**src/rtl/uio_bank_arbiter.sv**
```systemverilog
// Round-robin arbiter sharing the uio pad bank between requesters A and B, with a
// forced all-input turnaround between owners. Define ARB_TIMEOUT_EN to bound ownership under contention.
module uio_bank_arbiter #(
  parameter int WIDTH       = 8,
  parameter int TURN_CYCLES = 1,
  parameter int MAX_HOLD    = 16
) (
  input  logic             clk,
  input  logic             rst,
  input  logic [1:0]       req,
  input  logic [WIDTH-1:0] data_a,
  input  logic [WIDTH-1:0] oe_a,
  input  logic [WIDTH-1:0] data_b,
  input  logic [WIDTH-1:0] oe_b,
  output logic [1:0]       gnt,
  output logic             busy,
  output logic [1:0]       preempt,
  output logic [WIDTH-1:0] uio_out,
  output logic [WIDTH-1:0] uio_oe,
  input  logic [WIDTH-1:0] uio_in,
  output logic [WIDTH-1:0] rd_data
);

  if (TURN_CYCLES < 1 || TURN_CYCLES > 15) begin : g_bad_turn
    $error("uio_bank_arbiter: TURN_CYCLES out of range 1..15");
  end
  if (MAX_HOLD < 1 || MAX_HOLD > 255) begin : g_bad_hold
    $error("uio_bank_arbiter: MAX_HOLD out of range 1..255");
  end

  typedef enum logic [1:0] {IDLE, TURN, OWN_A, OWN_B} state_t;

  localparam logic [3:0] TURN_LAST = 4'(TURN_CYCLES - 1);

  state_t     state;
  logic       target;      // 0 = A, 1 = B
  logic       last_owner;  // 0 = A, 1 = B
  logic [3:0] turn_cnt;

  // Owner-relative views so OWN_A and OWN_B share one code path
  logic             own_b;
  logic             own_req;
  logic             other_req;
  logic [WIDTH-1:0] own_data;
  logic [WIDTH-1:0] own_oe;

  assign own_b     = (state == OWN_B);
  assign own_req   = req[own_b];
  assign other_req = req[~own_b];
  assign own_data  = own_b ? data_b : data_a;
  assign own_oe    = own_b ? oe_b : oe_a;
  assign busy      = (state != IDLE);

`ifdef ARB_TIMEOUT_EN
  localparam logic [7:0] HOLD_LAST = 8'(MAX_HOLD - 1);
  logic [7:0] hold_cnt;
  logic [1:0] preempt_r;
  assign preempt = preempt_r;
`else
  assign preempt = 2'b00;
`endif

  always_ff @(posedge clk or posedge rst) begin
    if (rst) begin
      state      <= IDLE;
      target     <= 1'b0;
      last_owner <= 1'b1;
      turn_cnt   <= 4'd0;
      gnt        <= 2'b00;
      uio_out    <= '0;
      uio_oe     <= '0;
`ifdef ARB_TIMEOUT_EN
      hold_cnt   <= 8'd0;
      preempt_r  <= 2'b00;
`endif
    end else begin
`ifdef ARB_TIMEOUT_EN
      preempt_r <= 2'b00;
`endif
      case (state)
        IDLE: begin
          if (req != 2'b00) begin
            state    <= TURN;
            turn_cnt <= 4'd0;
            target   <= (req == 2'b11) ? ~last_owner : req[1];
          end
        end
        TURN: begin
          if (turn_cnt == TURN_LAST) begin
            turn_cnt <= 4'd0;
            if (req[target]) begin
              state      <= target ? OWN_B : OWN_A;
              gnt        <= target ? 2'b10 : 2'b01;
              last_owner <= target;
`ifdef ARB_TIMEOUT_EN
              hold_cnt   <= 8'd0;
`endif
            end else if (req[~target]) begin
              // Target gave up during the turnaround; restart it for the other side
              target <= ~target;
            end else begin
              state <= IDLE;
            end
          end else begin
            turn_cnt <= turn_cnt + 4'd1;
          end
        end
        OWN_A, OWN_B: begin
          if (!own_req) begin
            // Pads go input on the same edge the grant drops; uio_out keeps its value
            gnt    <= 2'b00;
            uio_oe <= '0;
            if (other_req) begin
              state    <= TURN;
              target   <= ~own_b;
              turn_cnt <= 4'd0;
            end else begin
              state <= IDLE;
            end
`ifdef ARB_TIMEOUT_EN
          end else if (other_req && hold_cnt == HOLD_LAST) begin
            gnt       <= 2'b00;
            uio_oe    <= '0;
            preempt_r <= own_b ? 2'b10 : 2'b01;
            state     <= TURN;
            target    <= ~own_b;
            turn_cnt  <= 4'd0;
            hold_cnt  <= 8'd0;
`endif
          end else begin
            uio_out  <= own_data;
            uio_oe   <= own_oe;
`ifdef ARB_TIMEOUT_EN
            hold_cnt <= other_req ? hold_cnt + 8'd1 : 8'd0;
`endif
          end
        end
        default: state <= IDLE;
      endcase
    end
  end

  always_ff @(posedge clk or posedge rst) begin
    if (rst) rd_data <= '0;
    else     rd_data <= uio_in;
  end

endmodule
```
**config.mk**
```make
export PLATFORM = sky130hd
export DESIGN_NAME = uio_bank_arbiter
export DESIGN_NICKNAME = d
export VERILOG_FILES = /design/src/rtl/uio_bank_arbiter.sv
export SDC_FILE = /design/constraint.sdc
export NUM_CORES = 1
export LEC_CHECK = 0
export BUFFER_PORTS_ARGS = -buffer_cell sky130_fd_sc_hd__buf_2
export CORE_MARGIN = 2
export CORE_UTILIZATION = 30
export DETAILED_ROUTE_END_ITERATION = 6
export PLACE_DENSITY = 0.59
export SETUP_SLACK_MARGIN = 0.15
export SYNTH_ARGS = -nofsm -noshare
export SYNTH_HDL_FRONTEND = slang
export SYNTH_SLANG_ARGS = --single-unit
```
**constraint.sdc**
```tcl
create_clock -name clk -period 1.65 [get_ports clk]
set_input_delay 0.0825 -clock clk [delete_from_list [all_inputs] [get_ports clk]]
set_output_delay 0.0825 -clock clk [all_outputs]
set_load 0.1 [all_outputs]
```
## Word level (Yosys, flattened, before mapping)

Cells that the tools add are included.

- Register bits: 34
- Input bits: 44
- Output and inout port bits: 29
- Word-level logic and storage cells: 77

- $add $sub $neg: 1
- Magnitude comparators: 4
- Eq/ne operators: 12
- Mux-type cells: 37
- Bitwise operators: 3
- Reductions and logical operators: 12

Operator list:

| operator | count |
|---|---|
| 8-bit two-way mux | 3 |
| 2-bit two-way mux | 9 |
| 1-bit two-way mux | 17 |
| 4-bit two-way mux | 4 |
| 2-bit inequality test, second input constant | 7 |
| 4-bit one-hot mux with 3 select lines | 1 |
| 1-bit by 2-bit < comparator with 1-bit output, second input constant | 4 |
| 4-bit AND reduction | 2 |
| 2-bit equality test, second input constant | 3 |
| 2-bit one-hot mux with 3 select lines | 1 |
| 3-bit AND reduction | 2 |
| 6-bit AND reduction | 1 |
| 2-bit nonzero test | 3 |
| 4-bit by 1-bit adder with 4-bit output, second input constant | 1 |
| 4-bit zero test | 1 |
| 2-bit one-hot mux with 2 select lines | 1 |
| 3-bit inequality test, second input constant | 1 |
| 1-bit inverter | 3 |
| 1-bit one-hot mux with 3 select lines | 1 |
| 2-bit by 1-bit equality test with 1-bit output, second input constant | 1 |
| 2-bit zero test | 1 |
| 2-bit AND reduction | 1 |
| 2-bit OR reduction | 1 |

## Logic depth before layout (Yosys ltp)

Gate-level depths: netlist of the first run.

- Depth in word-level cells: 7
- Mapped depth: 6
- Depth with buffers taken out: 6

## Worst setup path before layout of the first run

Ideal clock, no wire load.

- Kind: flip-flop to flip-flop
- Start: register turn_cnt[0]
- End: register target
- Library setup time: 87 ps
- Data arrival time: 1,279 ps
- Required time: 1,563 ps
- Path slack: 285 ps
- Cell stages (with the launch flop): 7
- Path buffers: 0
- Period minus slack after synthesis: 1,365 ps
- Cells stage by stage: dfrtp_1 -> inv_1 -> ha_1 -> nor3b_4 -> nand2b_4 -> o221ai_1 -> a211oi_2

- Word-level cells in the longest chain between the ends: 3

Ends and longest elaborated chain:

| element | line | text |
|---|---|---|
| start: declaration | 38 | `logic [3:0] turn_cnt;` |
| start signal: assignment | 105 | `turn_cnt <= turn_cnt + 4'd1;` |
| 4-bit zero test | 89 | `if (turn_cnt == TURN_LAST) begin` |
| 2-bit inequality test (no source line) | n/a |  |
| 6-bit AND reduction (no source line) | n/a |  |
| end signal: assignment | 85 | `target <= (req == 2'b11) ? ~last_owner : req[1];` |
| end signal: assignment | 100 | `target <= ~target;` |
| end signal: assignment | 115 | `target <= ~own_b;` |
| end: declaration | 36 | `logic target;` |

Every way passes these cells.
A chain may end at the register's enable or synchronous reset.

## Worst setup path after layout of the first run

Ends and elaborated chain as after synthesis.

==> results.json, run 1 <==
{
  "antenna_found_initial": 0,
  "avgSynthCellArea_um2": 11.81,
  "io_buffers": 70,
  "n_antenna_cell": 0,
  "h-tree-depth": 2,
  "crit_arrival_ns": 1.65,
  "crit_type": "register to register",
  "fin_crit_sh_pct": 87.56,
  "hold_path_end": "uio_out[4]",
  "start_util_pct": 31.52,
  "powerDensity_nw_per_um2": 2001,
  "grt_max_degree": 23,
  "fin_skew_ns": 0.004469,
  "cts_tree": "done",
  "hold_viol": 0,
  "worstPathRequired_ns": 1.86,
  "finalMaxSlewViolations": 0,
  "peakVddDrop_uv": 1133,
  "syn2layout_area_growth_pct": 40.14,
  "crit_path_start_kind": "register",
  "rows": 26,
  "cts_inserted_buffers": 5,
  "drive_above_1_share_pct": 44.69,
  "synth_cell_types": 38,
  "die_h_um": 77.72,
  "worstHoldStart": "data_b[4]",
  "tightest_slew_ns": 0.5196,
  "fin_crit_ns": 1.445,
  "max_cap_viol_count": 0,
  "ant_nets": 0,
  "fin_hold_ws_ns": 0.06581,
  "ys_seq_area_share_pct": 52.26,
  "relSlewSlack_pct": 65.32,
  "fp.dieW_um": 77.72,
  "clockBufferDepth": 2,
  "n_fill_cell": 510,
  "core_area_um2": 5172,
  "grt_overflow": 0,
  "r2r_cells": 6,
  "viasPerCell": 4.561,
  "synth.area.top_cells": "dfrtp_1, mux2i_1, o2bb2ai_1, o21ai_0, buf_4",
  "fmax_mhz": 692.2,
  "rsz0062_at_grt": "true",
  "routed_wirelength_mm": 3.779,
  "hpwl_mm": 2.676,
  "ios": 73,
  "clk_latency_ns": 0.29,
  "hp-class": "input port to register",
  "multiInputGateArea_um2": 685.7,
  "r2r_slack_ns": 0.21,
  "synth_warnings": 0,
  "grt_pass1_vias": 1408,
  "final-setup-viol-count": 0,
  "drc": 0,
  "vias": 1350,
  "numClockSinks": 34,
  "synth_top_area_share_pct": 50.65,
  "cp-end-kind": "register",
  "firstDrtPassIters": 4,
  "seq_area_um2": 854.6,
  "status": "complete, no violations",
  "die-area_um2": 6040,
  "crit_path_max_fanout": 6,
  "grt_pass1_wl_mm": 6.285,
  "p_leak_nw": 1.237,
  "r2r_start": "turn_cnt[0]",
  "clock-root-buffer": "clkbuf_8",
  "grt.total_usage_pct": 13.31,
  "wl_per_cell_um": 12.77,
  "gp_congestion": 0.8162,
  "clkTransAtPathRegs_ns": 0.07,
  "timing.rr.end": "target",
  "netlist_area_um2": 1630,
  "syn_inst": 138,
  "ys_ff_latch": 34,
  "yosysTopAreaCell": "dfrtp_1",
  "hold_depth": 3,
  "drt_iter0_drc": 72,
  "setup_tns_ns": 0,
  "nets": 271
}
[flip-flops by register name, indices dropped and copies added, names as in the netlist]
signal      cells
uio_oe          8
rd_data         8
gnt             2
last_owner      1
uio_out         8
turn_cnt        4
state           2
target          1
[metrics by stage]
stage | power [mW] | utilization [%] | cell area [um^2] | setup slack, ns | std cells
detailed placement | 3.931 | 39.82 | 2059 | 0.1317 | 274
global route | 4.801 | 44.17 | 2285 | 0.1104 | 296
floorplan | 3.486 | - | 1634 | 0.2846 | 139
CTS | 4.610 | 43.83 | 2267 | 0.1672 | 294
global placement | 3.919 | 39.82 | 2059 | 0.1701 | 274
finish | 4.571 | 44.17 | 2285 | 0.2053 | 296
[report_power, final]
group | leakage (nW) | internal [mW] | switching (mW)
sequential | 0.424 | 1.08 | 0.191
clock | 0.0472 | 0.335 | 0.314
combinational | 0.766 | 0.604 | 2.05
total | 1.24 | 2.02 | 2.55
[worst max-delay path by stage]
stage           startpoint      to  slack, ns  cells past startpoint
6_report       turn_cnt[0]  target       0.21                      6
5_1_grt        turn_cnt[0]  target       0.11                      6
4_1_cts        turn_cnt[1]  target       0.17                      6
3_5_place_dp   turn_cnt[0]  target       0.13                      6
3_3_place_gp   turn_cnt[0]  target       0.17                      6
2_1_floorplan  turn_cnt[0]  target       0.28                      6
[what timing repair did]
item / CTS / global route
setup endpoints to repair: 2 / 17
setup buffers: 3 / 2
hold endpoints to repair: 20 / 0
gates resized for setup: 0 / 2
hold buffers: 9 / 0
[placed cells by master, fill, tap and decap left out, types with 2 or more instances in the layout]
master         Yosys  routed
a21o_1             2       2
a21oi_1            2       2
a22o_1             3       3
buf_12             0       2
buf_2              2      69
buf_4              5       8
clkbuf_8           0       6
conb_1             1       2
dfrtp_1           33      31
dfrtp_2            0       2
dlygate4sd3_1      0       9
ha_1               2       2
inv_1              6       6
mux2i_1           17      17
nand2_1           10      10
nand2_4            2       2
nand2b_1           3       3
nand3_1            3       3
nor2_1             6       6
o21ai_0            9       9
o2bb2ai_1         10      10
[per-layer routing]
metal	track usage [%]	vias up	part of all wire (%)
met4	5.893	0	2.4
met2	22.16	54	47
met3	3.953	9	6.4
met1	15.84	628	44
li1	-	659	-
met5	0	-	0
[critical path, stage by stage, from the launching register on]
cell and delay (ns):
dfrtp_1 0.39, inv_1 0.06, ha_1 0.14, nor3b_4 0.22, nand2b_4 0.20, o221ai_1 0.14
a211oi_2 0.23
[cell type report]
class | count | share of cell area [%]
clock inverters | 2 | 0.5476
well taps | 70 | 3.834
repair buffers | 88 | 23.44
inverters | 7 | 1.150
flip-flops and latches | 34 | 37.40
multi-input cells | 89 | 30.01
clock buffers | 6 | 3.614
[cells in the mapped netlist]
library cell	number
dfrtp_1	33
mux2i_1	17
nand2_1	10
o2bb2ai_1	10
o21ai_0	9
inv_1	6
nor2_1	6
buf_4	5
a22o_1	3
nand2b_1	3
nand3_1	3
a21o_1	2
a21oi_1	2
buf_2	2
buf_6	2
ha_1	2
nand2_4	2
a211oi_1	1
a211oi_2	1
a21boi_2	1
a221o_1	1
a22oi_1	1
and2b_2	1
and4_1	1
conb_1	1
dfstp_2	1
inv_2	1
mux2_2	1
mux2_4	1
nand2b_4	1
nor2b_4	1
nor3b_1	1
nor3b_4	1
o211ai_1	1
o21ai_1	1
o221ai_1	1
o22ai_1	1
xnor2_1	1
[cell families after synthesis]
logic type,count (synthesis),synth area share (%)
flip-flops,34,52.26
other,1,0.2300
AND/OR/NAND/NOR,30,11.51
multiplexers,19,12.05
buffers and inverters,16,5.909
XOR/XNOR,1,0.5373
AO/OA/AOI/OAI,35,15.96
adder cells (fa/ha/maj),2,1.535
No activity file was read; power rests on OpenSTA's default activity.
==> inputs of run 2 (changes only) <==
- PLACE_DENSITY: 0.59 -> default
==> results.json, run 2 (same netlist as run 1, synthesis figures left out) <==
{
  "grt_max_degree": 27,
  "nets": 272,
  "design_area_um2": 2305,
  "pre_cts_slack_ns": 0.1245,
  "die-area_um2": 6040,
  "powerDensity_nw_per_um2": 1962,
  "p_leak_nw": 1.240,
  "status": "complete, no violations",
  "drc": 0,
  "fin_cells": 297,
  "numClockSinks": 34,
  "hold_viol": 0,
  "n_antenna_cell": 0,
  "fmax_mhz": 682.2,
  "clock-root-buffer": "clkbuf_8",
  "dp.cells": 274,
  "worstHoldStart": "oe_b[0]",
  "ant_nets": 0,
  "fin_crit_ns": 1.466,
  "rows": 26,
  "pwr-share-comb_pct": 59.1,
  "antenna_found_initial": 0,
  "p_int_mw": 1.996,
  "firstDrtPassIters": 4,
  "crit_path_max_fanout": 6,
  "crit_arrival_ns": 1.64,
  "r2r_start": "turn_cnt[1]",
  "grt_pass1_vias": 1376,
  "top_regs": "rd_data (8), uio_oe (8), uio_out (8)",
  "clk_latency_ns": 0.28,
  "final_common_cell": "buf_2",
  "grt.total_usage_pct": 13.30,
  "mostFrequentLayoutCells": "buf_2, dfrtp_1, mux2i_1",
  "fp.dieW_um": 77.72,
  "worstSetupStartpoint": "turn_cnt[1]",
  "hp-class": "input port to register",
  "core_area_um2": 5172,
  "setup_tns_ns": 0,
  "syn2layout_area_growth_pct": 41.37,
  "fin_skew_ns": 0.003144,
  "clockBufferDepth": 2,
  "gp_congestion": 0.7813,
  "clkTransAtPathRegs_ns": 0.06,
  "setup_slack_ns": 0.1842,
  "routed_wirelength_mm": 3.767,
  "drt_iter0_drc": 53,
  "grt_overflow": 0,
  "post-route-util_pct": 44.56,
  "ios": 73,
  "switching_share_pct": 55.87,
  "post_dp_cell_area_um2": 2059,
  "hpwl_mm": 2.649,
  "die_h_um": 77.72,
  "io_buffers": 70,
  "viasPerCell": 4.461,
  "p_seq_share_pct": 28.2,
  "p_sw_mw": 2.527,
  "cp-end-kind": "register",
  "fin_crit_sh_pct": 88.83,
  "worstPathRequired_ns": 1.82,
  "wl_per_cell_um": 12.68,
  "max_cap_viol_count": 0,
  "cts_inserted_buffers": 5,
  "crit_type": "register to register",
  "cts_tree": "done",
  "h-tree-depth": 2,
  "crit_path_start_kind": "register",
  "n_fill_cell": 491,
  "start_util_pct": 31.52,
  "final-setup-viol-count": 0,
  "peakVddDrop_uv": 1601,
  "drive_above_1_share_pct": 45.81,
  "rsz0062_at_grt": "true",
  "p_clk_share_pct": 12.7,
  "grt_pass1_wl_mm": 6.382,
  "vias": 1325,
  "finalMaxSlewViolations": 0
}
[run 2: cell count changes in the layout (fill, tap and decap cells not counted), sizes merged]
| cell | change |
|---|---|
| buf | +1 |
| clkbuf | +2 |
| clkinvlp | -1 |
| clkinv | -1 |
[run 2: layer usage]
metal | global-route usage, % | vias up | share of wire [%]
met3 | 3.953 | 6 | 5.8
met5 | 0 | - | 0
met1 | 17.22 | 612 | 44
met2 | 21.64 | 45 | 49
li1 | - | 662 | -
met4 | 3.571 | 0 | 0.93
[run 2: worst paths after layout]
path | depth (start not counted) | slack, ns | endpoint
worst max-delay path | 6 | 0.18 | gnt[0]
worst min-delay path | 3 | 0.07 | uio_oe[0]
worst min register to register | 2 | 0.46 | last_owner
max in group asynchronous | 4 | 0.79 | last_owner
worst max register to register | 6 | 0.18 | gnt[0]
min in group asynchronous | 3 | 0.32 | rd_data[7]
[run 2: power groups by stage]
stage	Combinational [mW]	Clock (mW)	Sequential (mW)
after global placement	2.63	0	1.28
after detailed placement	2.66	0	1.28
final	2.67	0.573	1.28
after global routing	2.82	0.639	1.31
after CTS	2.67	0.600	1.28
after floorplan	0.904	0	2.58
[run 2: worst max-delay path, cell delays in order, from the launching register on]
cell      delay (ns)
dfrtp_1         0.39
inv_2           0.09
ha_4            0.13
nor3b_4         0.23
nand2b_4        0.20
o211ai_1        0.13
a21o_1          0.18
[run 2: layout make-up]
class                   count  area (um^2)  area share [%]
well taps                  70        87.58           3.800
repair buffers             89        546.8           23.72
clock buffers               8        80.08           3.474
inverters                   7        26.28           1.140
flip-flops and latches     34        854.6           37.08
multi-input cells          89        709.4           30.78
[run 2: timing repair]
item / CTS / global route
hold endpoints to repair: 16 / 0
endpoints found under the setup margin: 9 / 18
hold buffers: 9 / 0
gates cloned: 0 / 0
pin swaps: 1 / 3
gates resized for setup: 1 / 8
buffers inserted: 4 / 2
[run 2: through the flow]
step           power, mW  hold slack [ns]
2_1_floorplan      3.486           0.1139
3_3_place_gp       3.917          0.06724
3_5_place_dp       3.933          0.07226
4_1_cts            4.545          0.06990
5_1_grt            4.770          0.07420
6_report           4.523          0.07022
==> inputs of run 3 (changes only) <==
- CORE_UTILIZATION: 30 -> 46
- PLACE_DENSITY: default -> 0.78
- clock period: 1.65 -> 1.55 ns (I/O delays scaled with it)
==> results.json, run 3 (same netlist as run 1, synthesis figures left out) <==
{
  "max_cap_viol_count": 0,
  "mostFrequentLayoutCells": "buf_2, dfrtp_1, mux2i_1",
  "p_leak_nw": 1.273,
  "gp_congestion": 0.8004,
  "grt_pass1_wl_mm": 6.279,
  "crit_arrival_ns": 1.64,
  "hp-class": "input port to register",
  "crit_path_max_fanout": 2,
  "fmax_mhz": 700.7,
  "routed_wirelength_mm": 3.802,
  "clockBufferDepth": 2,
  "fin_skew_ns": 0.007794,
  "final-setup-viol-count": 0,
  "io_buffers": 70,
  "powerDensity_nw_per_um2": 2122,
  "numClockSinks": 34,
  "peakVddDrop_uv": 1914,
  "power_mw": 4.958,
  "core_area_um2": 3363,
  "drive_above_1_share_pct": 46.58,
  "fin_crit_ns": 1.427,
  "slowest_stage": "dfrtp_1",
  "worstPathRequired_ns": 1.76,
  "n_antenna_cell": 0,
  "path_buf_inv": 3,
  "status": "complete, no violations",
  "nets": 279,
  "cts_inserted_buffers": 5,
  "crit_type": "register to register",
  "grt_overflow": 0,
  "ant_nets": 0,
  "cp_top_family": "flip-flops",
  "fin_cells": 280,
  "crit_chain": "inv_1 -> ha_1 -> nor3b_4 -> buf_4 -> buf_4 -> nand3_1 -> o21ai_0 -> a22oi_1",
  "wl_per_cell_um": 13.58,
  "hpwl_mm": 2.616,
  "firstDrtPassIters": 4,
  "slowest_delay_ns": 0.40,
  "drt_iter0_drc": 41,
  "crit_top_cell": "buf_4",
  "cts_tree": "done",
  "grt_pass1_vias": 1415,
  "vias": 1404,
  "die-area_um2": 4036,
  "clk_latency_ns": 0.34,
  "grt_max_degree": 26,
  "fin_hold_ws_ns": 0.01739,
  "ios": 73,
  "grt.total_usage_pct": 20.15,
  "fin_crit_sh_pct": 92.08,
  "rsz0062_at_grt": "true",
  "top_regs": "rd_data (8), uio_oe (8), uio_out (8)",
  "dp.cells": 251,
  "h-tree-depth": 2,
  "clkTransAtPathRegs_ns": 0.11,
  "fp.dieW_um": 63.53,
  "cp-end-kind": "register",
  "crit_path_start_kind": "register",
  "syn2layout_area_growth_pct": 43.28,
  "die_h_um": 63.53,
  "start_util_pct": 48.47,
  "finalMaxSlewViolations": 0,
  "rows": 21,
  "antenna_found_initial": 0,
  "n_fill_cell": 272,
  "drc": 0,
  "final_common_cell": "buf_2",
  "clock-root-buffer": "clkbuf_4",
  "hold_viol": 0,
  "viasPerCell": 5.014
}
## run 3: cell count changes in the layout (fill, tap and decap cells not counted), moves of 2 or more
cell           change
buf_4              +3
inv_1              +2
clkbuf_4           +5
clkbuf_8           -5
nor2_1             -2
clkbuf_1           -2
dlygate4sd3_1      +3
inv_2              -2
## run 3: final timing paths
path,to,from,cells after the start,slack (ns)
worst max-delay path,state[0],turn_cnt[1],8,0.12
min in group asynchronous,uio_oe[4],rst,3,0.27
worst min register to register,last_owner,last_owner,2,0.47
worst max register to register,state[0],turn_cnt[1],8,0.12
worst min-delay path,uio_oe[1],oe_a[1],3,0.02
max in group asynchronous,last_owner,rst,4,0.73
## run 3: metal layers
layer / GRT usage [%] / vias up / share of wire, %
met2: 33.29 / 53 / 50
li1: - / 675 / -
met1: 23.84 / 667 / 41
met5: 0 / - / 0
met3: 6.786 / 9 / 6.7
met4: 8.696 / 0 / 2.2
## run 3: layout make-up
class | instances | area (um^2) | share of cell area [%]
sequential | 34 | 854.6 | 36.58
multi-input combinational | 89 | 714.4 | 30.58
timing repair buffer | 96 | 604.3 | 25.87
tap | 46 | 57.56 | 2.464
clock buffer | 6 | 41.29 | 1.768
clock inverter | 2 | 37.54 | 1.607
inverter | 7 | 26.28 | 1.125
## run 3: what timing repair did
action	in CTS	in global routing
setup endpoints to repair	19	10
pin swaps	4	2
resized for setup	5	6
endpoints found under the hold margin	19	1
hold buffers	11	1
buffers inserted	5	4
## run 3: worst reg2reg max path, delay by kind of cell, from the launching register on
family	cells	cell delay [ns]
DFF	1	0.40
AOI/OAI and AO/OA	2	0.18
and+or+nand+nor	2	0.26
buffers and inverters	3	0.32
adders and majority gates	1	0.14
## run 3: power by group
part           internal (mW)  leakage, nW  switching, mW
Sequential              1.15        0.424          0.179
Combinational          0.732        0.811           2.26
Clock                  0.340       0.0385          0.298
Total                   2.22         1.27           2.74
## run 3: stage by stage
step | setup slack [ns] | util, % | TNS, ns | cell area (um^2)
CTS | 0.09836 | 67.82 | 0 | 2281
floorplan | 0.1846 | - | 0 | 1634
global placement | 0.1242 | 60.57 | 0 | 2037
global route | -0.003929 | 69.46 | -0.003929 | 2336
finish | 0.1228 | 69.46 | 0 | 2336
detailed placement | 0.04887 | 60.57 | 0 | 2037
